<file path="config.mk">
export PLATFORM = sky130hd
export DESIGN_NAME = core_ldst_misc_fsm
export DESIGN_NICKNAME = d
export VERILOG_FILES = /design/src/rtl/core_ldst_misc_pkg.sv /design/src/rtl/core_ldst_misc_lanes.sv /design/src/rtl/core_ldst_misc_fsm.sv
export SDC_FILE = /design/constraint.sdc
export NUM_CORES = 1
export LEC_CHECK = 0
export ABC_AREA = 1
export CORE_MARGIN = 1.5
export CORE_UTILIZATION = 50
export CTS_BUF_LIST = sky130_fd_sc_hd__clkbuf_2
export CTS_CLUSTER_DIAMETER = 50
export DETAILED_ROUTE_END_ITERATION = 7
export PLACE_DENSITY = 0.77
export SETUP_SLACK_MARGIN = 0.02
export SLEW_MARGIN = 20
export SYNTH_ARGS = -nofsm -noshare
export SYNTH_HDL_FRONTEND = slang
export SYNTH_HIERARCHICAL = 1
export SYNTH_SLANG_ARGS = --single-unit
</file>
<file path="constraint.sdc">
create_clock -name clk -period 2.2 [get_ports clk]
set_input_delay 0.22 -clock clk [delete_from_list [all_inputs] [get_ports clk]]
set_output_delay 0.22 -clock clk [all_outputs]
set_load 0.01 [all_outputs]
</file>
<file path="src/rtl/core_ldst_misc_pkg.sv">
// Shared load/store micro-architecture types: access size, register number
// and the misc load/store sequencer state encoding.
package core_ldst_misc_pkg;

    typedef enum logic [1:0] {
        LDST_BYTE = 2'd0,
        LDST_HALF = 2'd1,
        LDST_WORD = 2'd2,
        LDST_DUAL = 2'd3
    } ldst_size_e;

    typedef enum logic [1:0] {
        ST_IDLE = 2'd0,
        ST_ACC0 = 2'd1,
        ST_ACC1 = 2'd2,
        ST_FIN  = 2'd3
    } ldst_state_e;

    typedef logic [3:0] reg_num_t;

endpackage

</file>
<file path="src/rtl/core_ldst_misc_lanes.sv">
// Byte-lane steering for one bus access: byte enables, store replication,
// load lane extraction and zero/sign extension. Purely combinational.
module core_ldst_misc_lanes
    import core_ldst_misc_pkg::*;
(
    input  ldst_size_e  acc_size_i,
    input  ldst_size_e  op_size_i,
    input  logic [1:0]  addr_lo_i,
    input  logic        sext_i,
    input  logic        merge_i,
    input  logic [7:0]  lo_byte_i,
    input  logic [31:0] st_word_i,
    input  logic [31:0] rd_data_i,
    output logic [3:0]  be_o,
    output logic [31:0] st_data_o,
    output logic [7:0]  lane_byte_o,
    output logic [31:0] ld_data_o
);

    logic [31:0] shifted;
    logic [15:0] half_val;

    // Enables and store data follow the size of this particular access
    always_comb begin
        be_o      = 4'hF;
        st_data_o = st_word_i;
        case (acc_size_i)
            LDST_BYTE: begin
                be_o      = 4'b0001 << addr_lo_i;
                st_data_o = {4{st_word_i[7:0]}};
            end
            LDST_HALF: begin
                be_o      = 4'b0011 << addr_lo_i;
                st_data_o = {2{st_word_i[15:0]}};
            end
            default: ;
        endcase
    end

    // Load extraction; a split halfword merges the earlier low byte with this lane
    always_comb begin
        shifted     = rd_data_i >> {addr_lo_i, 3'b000};
        lane_byte_o = shifted[7:0];
        half_val    = merge_i ? {shifted[7:0], lo_byte_i}
                              : (addr_lo_i[1] ? rd_data_i[31:16] : rd_data_i[15:0]);
        case (op_size_i)
            LDST_BYTE: ld_data_o = {{24{sext_i & shifted[7]}}, shifted[7:0]};
            LDST_HALF: ld_data_o = {{16{sext_i & half_val[15]}}, half_val};
            default:   ld_data_o = rd_data_i;
        endcase
    end

endmodule

</file>
<file path="src/rtl/core_ldst_misc_fsm.sv">
// Misc load/store sequencer (byte, halfword, signed, dual-word transfers).
// Optional build macro CORE_LDST_MISC_UNALIGNED_EN: odd-address halfwords are
// split into two byte accesses instead of faulting.
//
// state | meaning
// IDLE  | ready, waiting for start
// ACC0  | first (or only) bus access in flight
// ACC1  | second access: upper word of a dual, or high byte of a split half
// FIN   | report done/fault/writeback, then return to IDLE
module core_ldst_misc_fsm
    import core_ldst_misc_pkg::*;
#(
    parameter int OFF_W = 12
) (
    input  logic             clk,
    input  logic             rst_n,
    input  logic             start_i,
    output logic             ready_o,
    input  logic             load_i,
    input  ldst_size_e       size_i,
    input  logic             sign_extend_i,
    input  logic             increment_i,
    input  logic             pre_indexed_i,
    input  logic             writeback_i,
    input  reg_num_t         rd_i,
    input  logic [31:0]      base_i,
    input  logic [OFF_W-1:0] offset_i,
    input  logic [63:0]      store_data_i,
    output logic             bus_start_o,
    output logic             bus_write_o,
    output logic [29:0]      bus_addr_o,
    output logic [3:0]       bus_be_o,
    output logic [31:0]      bus_data_wr_o,
    input  logic             bus_ready_i,
    input  logic [31:0]      bus_data_rd_i,
    output logic             ld_wr_o,
    output reg_num_t         ld_rd_o,
    output logic [31:0]      ld_data_o,
    output logic             wb_en_o,
    output logic [31:0]      wb_addr_o,
    output logic             done_o,
    output logic             fault_o
);

`ifdef CORE_LDST_MISC_UNALIGNED_EN
    localparam bit UNALIGNED_EN = 1'b1;
`else
    localparam bit UNALIGNED_EN = 1'b0;
`endif

    ldst_state_e state_q, state_d;
    logic        accept, acc_done, need_two, in_acc, merge;
    logic [31:0] off_ext, off_addr, eff;
    logic        split_req, fault_req;

    logic        load_q, sext_q, wb_q, split_q, fault_q;
    ldst_size_e  size_q, acc_size;
    reg_num_t    rd_q, ld_rd_q;
    logic [63:0] sd_q;
    logic [31:0] eff_q, off_q, acc_addr_q, ld_data_q, wb_addr_q, st_word;
    logic [7:0]  lo_byte_q;
    logic        bus_start_q, ld_wr_q, done_q, fault_out_q, wb_en_q;

    logic [3:0]  lane_be;
    logic [31:0] lane_st, lane_ld;
    logic [7:0]  lane_byte;

    // Address arithmetic and alignment screening on the incoming request
    always_comb begin
        off_ext   = 32'(offset_i);
        off_addr  = increment_i ? base_i + off_ext : base_i - off_ext;
        eff       = pre_indexed_i ? off_addr : base_i;
        split_req = UNALIGNED_EN && (size_i == LDST_HALF) && eff[0];
        fault_req = 1'b0;
        case (size_i)
            LDST_HALF: fault_req = eff[0] && !UNALIGNED_EN;
            LDST_WORD: fault_req = (eff[1:0] != 2'b00);
            LDST_DUAL: fault_req = (eff[1:0] != 2'b00) || rd_i[0];
            default:   ;
        endcase
    end

    // State register
    always_ff @(posedge clk or negedge rst_n) begin
        if (!rst_n) state_q <= ST_IDLE;
        else        state_q <= state_d;
    end

    // Next state; bus_ready only matters while an access is in flight
    always_comb begin
        state_d  = state_q;
        accept   = 1'b0;
        acc_done = 1'b0;
        need_two = (size_q == LDST_DUAL) || split_q;
        case (state_q)
            ST_IDLE: if (start_i) begin
                accept  = 1'b1;
                state_d = fault_req ? ST_FIN : ST_ACC0;
            end
            ST_ACC0: if (bus_ready_i) begin
                acc_done = 1'b1;
                state_d  = need_two ? ST_ACC1 : ST_FIN;
            end
            ST_ACC1: if (bus_ready_i) begin
                acc_done = 1'b1;
                state_d  = ST_FIN;
            end
            default: state_d = ST_IDLE;
        endcase
    end

    // Per-access lane controls derived from the latched request
    always_comb begin
        in_acc   = (state_q == ST_ACC0) || (state_q == ST_ACC1);
        merge    = split_q && (state_q == ST_ACC1);
        acc_size = split_q ? LDST_BYTE : size_q;
        if (state_q == ST_ACC1) st_word = split_q ? {24'h0, sd_q[15:8]} : sd_q[63:32];
        else                    st_word = sd_q[31:0];
    end

    core_ldst_misc_lanes u_lanes (
        .acc_size_i  (acc_size),
        .op_size_i   (size_q),
        .addr_lo_i   (acc_addr_q[1:0]),
        .sext_i      (sext_q),
        .merge_i     (merge),
        .lo_byte_i   (lo_byte_q),
        .st_word_i   (st_word),
        .rd_data_i   (bus_data_rd_i),
        .be_o        (lane_be),
        .st_data_o   (lane_st),
        .lane_byte_o (lane_byte),
        .ld_data_o   (lane_ld)
    );

    // Request capture, second-access setup and registered result strobes
    always_ff @(posedge clk or negedge rst_n) begin
        if (!rst_n) begin
            load_q <= 1'b0; sext_q <= 1'b0; wb_q <= 1'b0; split_q <= 1'b0; fault_q <= 1'b0;
            size_q <= LDST_BYTE; rd_q <= '0; sd_q <= '0;
            eff_q <= '0; off_q <= '0; acc_addr_q <= '0; lo_byte_q <= '0;
            bus_start_q <= 1'b0; ld_wr_q <= 1'b0; ld_rd_q <= '0; ld_data_q <= '0;
            done_q <= 1'b0; fault_out_q <= 1'b0; wb_en_q <= 1'b0; wb_addr_q <= '0;
        end else begin
            bus_start_q <= 1'b0;
            ld_wr_q     <= 1'b0;
            done_q      <= 1'b0;
            fault_out_q <= 1'b0;
            wb_en_q     <= 1'b0;
            if (accept) begin
                load_q      <= load_i;
                size_q      <= size_i;
                sext_q      <= sign_extend_i;
                wb_q        <= writeback_i;
                rd_q        <= rd_i;
                sd_q        <= store_data_i;
                eff_q       <= eff;
                off_q       <= off_addr;
                split_q     <= split_req;
                fault_q     <= fault_req;
                acc_addr_q  <= eff;
                bus_start_q <= !fault_req;
            end
            if (acc_done && load_q) begin
                if (split_q && (state_q == ST_ACC0)) begin
                    lo_byte_q <= lane_byte;
                end else begin
                    ld_wr_q   <= 1'b1;
                    ld_rd_q   <= ((state_q == ST_ACC1) && !split_q) ? rd_q + 4'd1 : rd_q;
                    ld_data_q <= lane_ld;
                end
            end
            if (acc_done && (state_q == ST_ACC0) && need_two) begin
                acc_addr_q  <= (size_q == LDST_DUAL) ? eff_q + 32'd4 : eff_q + 32'd1;
                bus_start_q <= 1'b1;
            end
            if (state_q == ST_FIN) begin
                done_q      <= 1'b1;
                fault_out_q <= fault_q;
                wb_en_q     <= wb_q && !fault_q;
                wb_addr_q   <= off_q;
            end
        end
    end

    assign ready_o       = (state_q == ST_IDLE);
    assign bus_start_o   = bus_start_q;
    assign bus_write_o   = in_acc && !load_q;
    assign bus_addr_o    = in_acc ? acc_addr_q[31:2] : '0;
    assign bus_be_o      = in_acc ? lane_be : '0;
    assign bus_data_wr_o = (in_acc && !load_q) ? lane_st : '0;
    assign ld_wr_o       = ld_wr_q;
    assign ld_rd_o       = ld_rd_q;
    assign ld_data_o     = ld_data_q;
    assign wb_en_o       = wb_en_q;
    assign wb_addr_o     = wb_addr_q;
    assign done_o        = done_q;
    assign fault_o       = fault_out_q;

endmodule

</file>
* Yosys cells after proc, flatten, opt, wreduce, memory -nomap -nowiden *
Cells that the tools add are included.

word-level totals
  register bits = 245
  output and inout port bits = 141
  logic and storage cells = 87
  input port bits = 155

operators by class
  bitwise gates (word level) = 2
  shift operators = 3
  $add $sub $neg = 5
  mux-type cells = 31
  reductions and logical operators = 16
  equal/unequal tests = 11

operator list
  kind                   count
  $mux 32                7
  $pmux 32 s2            2
  $add 32x1->32 const B  1
  $add 32x12->32         1
  $add 32x3->32 const B  1
  $shr 32x5->8           1
  $sub 32x12->32         1
  $mux 30                1
  $mux 16                1
  $mux 1                 11
  $eq 2x2->1 const B     5
  $mux 2                 4
  $mux 4                 2
  $pmux 4 s2             1
  $eq 2x1->1 const B     3
  $ne 2x2->1 const B     3
  $pmux 2 s3             1
  $logic_and 1x1->1      5
  $add 4x1->4 const B    1
  $logic_not 2->1        2
  $reduce_bool 2->1      2
  $shl 1x2->4 const A    1
  $shl 2x2->4 const A    1
  $logic_not 1->1        3
  other kinds (5)        7

* Depth between registers and ports, before layout *
  depth after elaboration = 9
  mapped depth = 21

* Hierarchy *
Netlist, hierarchy kept.

by module, submodules not included
  module                times used  cells an instance  area an instance (sq um)
  core_ldst_misc_fsm    1           2158               14428.8
  core_ldst_misc_lanes  1           317                1462.7

* Worst setup path after synthesis *
Ideal clock, no wire load.

  kind = in2reg
  from = input port offset_i[1]
  to = register acc_addr_q[15]
  data arrival time = 2.383 ns
  path slack = -0.307 ns
  library setup time = 0.124 ns
  stages on the path = 17
  required time = 2.076 ns
  path through = inv_1 -> ha_1 -> nand3_1 -> nor2_1 -> nand2_1 -> nor3_1 -> nor2_1 -> ha_1 -> nand2_1 -> nor2_1 -> and2_1 -> nand2_1 -> nand2_1 -> xor2_1 -> nand2_1 -> nand3_1 -> nand3_1

between the ends
  longest elaborated chain between the ends = 5

ends and longest elaborated chain
  item                                              line                       source
  from (decl)                                       core_ldst_misc_fsm.sv:27   input logic [OFF_W-1:0] offset_i,
  $sub 32x12->32 or $add 32x12->32 (tied branches)  core_ldst_misc_fsm.sv:71   off_addr = increment_i ? base_i + off_ext : base_i - off_ext;
  $mux 32 (*)                                       core_ldst_misc_fsm.sv:71
  $mux 32 (*)                                       core_ldst_misc_fsm.sv:72   eff = pre_indexed_i ? off_addr : base_i;
  $mux 32 (*)                                       core_ldst_misc_fsm.sv:150  if (accept) begin
  $mux 32 (*)                                       core_ldst_misc_fsm.sv:173  if (acc_done && (state_q == ST_ACC0) && need_two) begin
  to (signal assigned)                              core_ldst_misc_fsm.sv:174  acc_addr_q <= (size_q == LDST_DUAL) ? eff_q + 32'd4 : eff_q + 32'd1;
  to (decl)                                         core_ldst_misc_fsm.sv:60   logic [31:0] eff_q, off_q, acc_addr_q, ld_data_q, wb_addr_q, st_word;

Mark *: on every way between the ends. The rest lies on a longest branch, timed or not. The select of a mux whose other input is x is not followed.
A chain may end at the register's enable or synchronous reset.

* Worst setup path in the final report *
  from = register state_q[1]
  to = output port bus_data_wr_o[29]

between the ends
  longest elaborated chain between the ends = 4

ends and longest elaborated chain
  item                    line                        source
  from (decl)             core_ldst_misc_fsm.sv:51    ldst_state_e state_q, state_d;
  from (signal assigned)  core_ldst_misc_fsm.sv:86    else state_q <= state_d;
  $eq 2x2->1              core_ldst_misc_fsm.sv:117   if (state_q == ST_ACC1) st_word = split_q ? {24'h0, sd_q[15:8]} : sd_q[63:32];
  $mux 32                 core_ldst_misc_fsm.sv:117
  via st_word[29]         core_ldst_misc_fsm.sv:60
  $pmux 32 s2             core_ldst_misc_lanes.sv:27  case (acc_size_i)
  via lane_st[29]         core_ldst_misc_fsm.sv:65    logic [31:0] lane_st, lane_ld;
  $mux 32                 core_ldst_misc_fsm.sv:191   assign bus_data_wr_o = (in_acc && !load_q) ? lane_st : '0;
  to (decl)               core_ldst_misc_fsm.sv:33    output logic [31:0] bus_data_wr_o,

The timed path passes the listed nets, and every way through them passes these cells.

==> run metrics <==
Max-cap violations=0; # IOs=296; clk slew on worst S/H paths=roughly 110 ps; Post-Synthesis Cell Area=between 15000 and 20000 um2; Post-DP Area=a little over 20000 um2; Buf/Inv on CP=6; worst r2r dst=acc_addr_q[2]; H-tree depth=3; initial drt markers=~2100; CTS tree=yes; Setup-failing EPs final=100; type of origin of the critical path=register; slowest library cell on the worst path=dfrtp_1; DR vias=around 20000; dpl ws=-1400 ps; # nets final=3284; r2r startpoint=state_q[1]; Worst setup EP type=primary output; Post-Route WL=between 70000 and 80000 um; Req. time, crit path=roughly 2000 ps; number of synthesized flops with an enable pin=0; clock buffer count from CTS=slightly above 70; Pre-antenna DRT Iters=7; Total GRT Usage=about 39%; Clock Sink Count=245; Yosys cell types=47; Finished Layout Cells=about 3500; unrepaired setup endpoints after global routing=yes; switching share of power=47.9%; PnR worst setup slack=-767 ps; initial antenna violation count=3; Clk Latency, worst-skew pair=slightly below 1000 ps; synthesized flop and latch total=between 200 and 250; status=complete, but fails checks; asr flop ratio synth=100%; post-DR wirelength/cell=19.8 um; total chip power=between 30000 and 40000 uW; Final Instance Area=around 24000 um2; CP arrival=2750 ps; vias in the first global route=19000; first-pass GRT wire length=just over 100000 um; DRC=0; clock root buffer=clkbuf_2; critical path's most frequent cell=nand2_2; Worst Path Class, Setup=register to primary output; Slew Limit Fails=0; DIE AREA=approximately 33000 um2; area of the core=31400 um2; Final Critical Period=about 3000 ps; synth warn=6; Die X=around 180 um; R2R depth=14; num rows=65; Starting Density=50.6%; synthesized instance count=2475; clock skew=89.6 ps; sequential element share of the synthesized area=about two fifths; crit share post-route=135%; leading cell type in the layout, fill and taps excluded=nand2_1; final hold violations=0; CP max FO=8; post-detail-place hpwl=between 40000 and 50000 um; Peak VDD IR=0.000829 V; PortBufs=slightly below 300; CP peak stage delay=around 450 ps; Comb pwr share=between 60% and 70%; Main synth FF type=dfrtp_1; area grow syn2layout=52.3%; WHS Path Cells=5; switching pwr=between 15000 and 20000 uW; CP top delay family=buffers and inverters; f_max=about 340 MHz; grt total ovfl=0; largest net degree at the start of global routing=just under 80; Clock Power Share=12.3%; leakage power=between 0.01 and 0.015 uW; most frequent cells in the layout=nand2_1, dfrtp_1, inv_1; Seq pwr share=a little over a quarter; GPL Wtd Cong=between 0.9 and 1; Power Internal=approximately 16000 uW; Hold Path Class=input pin to register; die height=~180 um; Hold Crit Endpoint=ld_data_o[17]; pwr/cell area=roughly 1300 nW/um2; worst-path cell chain=ha_4 -> inv_8 -> buf_12 -> buf_8 -> buf_6 -> nand2_2 -> nand2_2 -> nand2_1 -> o211ai_1 -> inv_1 -> nor2_1 -> buf_2; Hold Path Origin=bus_data_rd_i[17]; R2R Setup Slk=-230 ps; failing checks=negative setup slack; Avg Synthesized Cell Area=approximately 6.4 um2; final core occ=77.1%; Clock Tree Buf Depth=3; Post-DRT Antenna Nets=0; number of vias per cell=~5.6; share of cells above drive strength 1=24.0%; Cells after DPL=roughly 3300
## cell type report
type                       count  area (um2)
antenna                        3        7.51
fill                        2183        7200
sequential                   245        6130
tap                          402         503
inverter                     302        1190
clock inverter                28         193
timing repair buffer         628        6250
clock buffer                  99         495
multi-input combinational   1840        9420
## cells by family after synthesis
logic type	count (synthesis)	share of synthesized area, %
buffers and inverters	405	10.1
AO/OA/AOI/OAI	206	7.20
other	1	0.0236
flip-flops	245	38.6
XOR/XNOR	27	1.49
AND/OR/NAND/NOR	1550	39.4
adder cells (fa/ha/maj)	41	3.28
## power groups by stage
stage	sequential (uW)	combinational (uW)	clock (uW)
floorplan	8010	7900	0
global placement	8080	14400	0
detailed placement	8130	14600	0
CTS	8110	15600	3810
global route	8640	20300	4110
finish	8490	19100	3870
## synthesized netlist by cell type (all sizes together) (17+ instances only)
cell type  number  area [um2]
inv           300        1130
dfrtp         245        6130
a31oi          17         106
nor3           20         136
nand3         148         773
o211ai         24         180
o21ai         114         571
nand2        1161        4390
clkbuf         65         245
ha             40         500
a21oi          40         204
nor2          200         811
buf            38         220
## sequential cells by signal (all words and copies together), names as in the netlist
register     count
sd_q            64
wb_q             1
ld_rd_o          4
rd_q             4
eff_q           32
wb_en_o          1
done_o           1
fault_q          1
size_q           2
sext_q           1
acc_addr_q      32
bus_start_o      1
wb_addr_o       32
ld_data_o       32
load_q           1
off_q           32
ld_wr_o          1
state_q          2
fault_o          1
## what timing repair did
item	4_1_cts	5_1_grt
resized for setup	386	323
hold endpoints to repair	391	0
hold buffers	95	0
cloned	4	9
buffers inserted	12	32
pin swaps	13	80
endpoints found under the setup margin	136	143
## worst max-delay path by stage
stage,from,cells after the start,end,slack [ps]
4_1_cts,state_q[1],10,bus_data_wr_o[13],-690
6_report,state_q[1],12,bus_data_wr_o[29],-770
3_3_place_gp,offset_i[1],19,acc_addr_q[10],-1350
5_1_grt,state_q[1],11,bus_data_wr_o[26],-850
2_1_floorplan,offset_i[0],21,eff_q[24],-100
3_5_place_dp,offset_i[1],19,acc_addr_q[10],-1400
## through the flow
stage          setup TNS [ps]  hold WS, ps
2_1_floorplan           -2180        -75.6
4_1_cts                -33810         11.7
3_5_place_dp           -98910          204
3_3_place_gp           -92850          203
5_1_grt                -49920         45.4
6_report               -42000         79.0
## worst reg2reg max path: stages (launching register included)
cell,delay (ps)
dfrtp_1,450
buf_6,150
inv_4,60
ha_4,210
buf_12,150
buf_16,150
buf_8,130
buf_6,110
nand4_1,130
inv_2,80
buf_12,130
buf_6,110
clkbuf_16,160
a21oi_1,170
a22oi_1,110
## routing by layer
layer	wire length, um	track usage [%]	vias up
li1	-	-	8865
met1	24200	44.5	9059
met2	33300	67.9	1352
met3	6560	7.46	436
met4	6310	26.5	0
met5	0	0	-
Note: power is estimated with default switching activity, not from simulation.
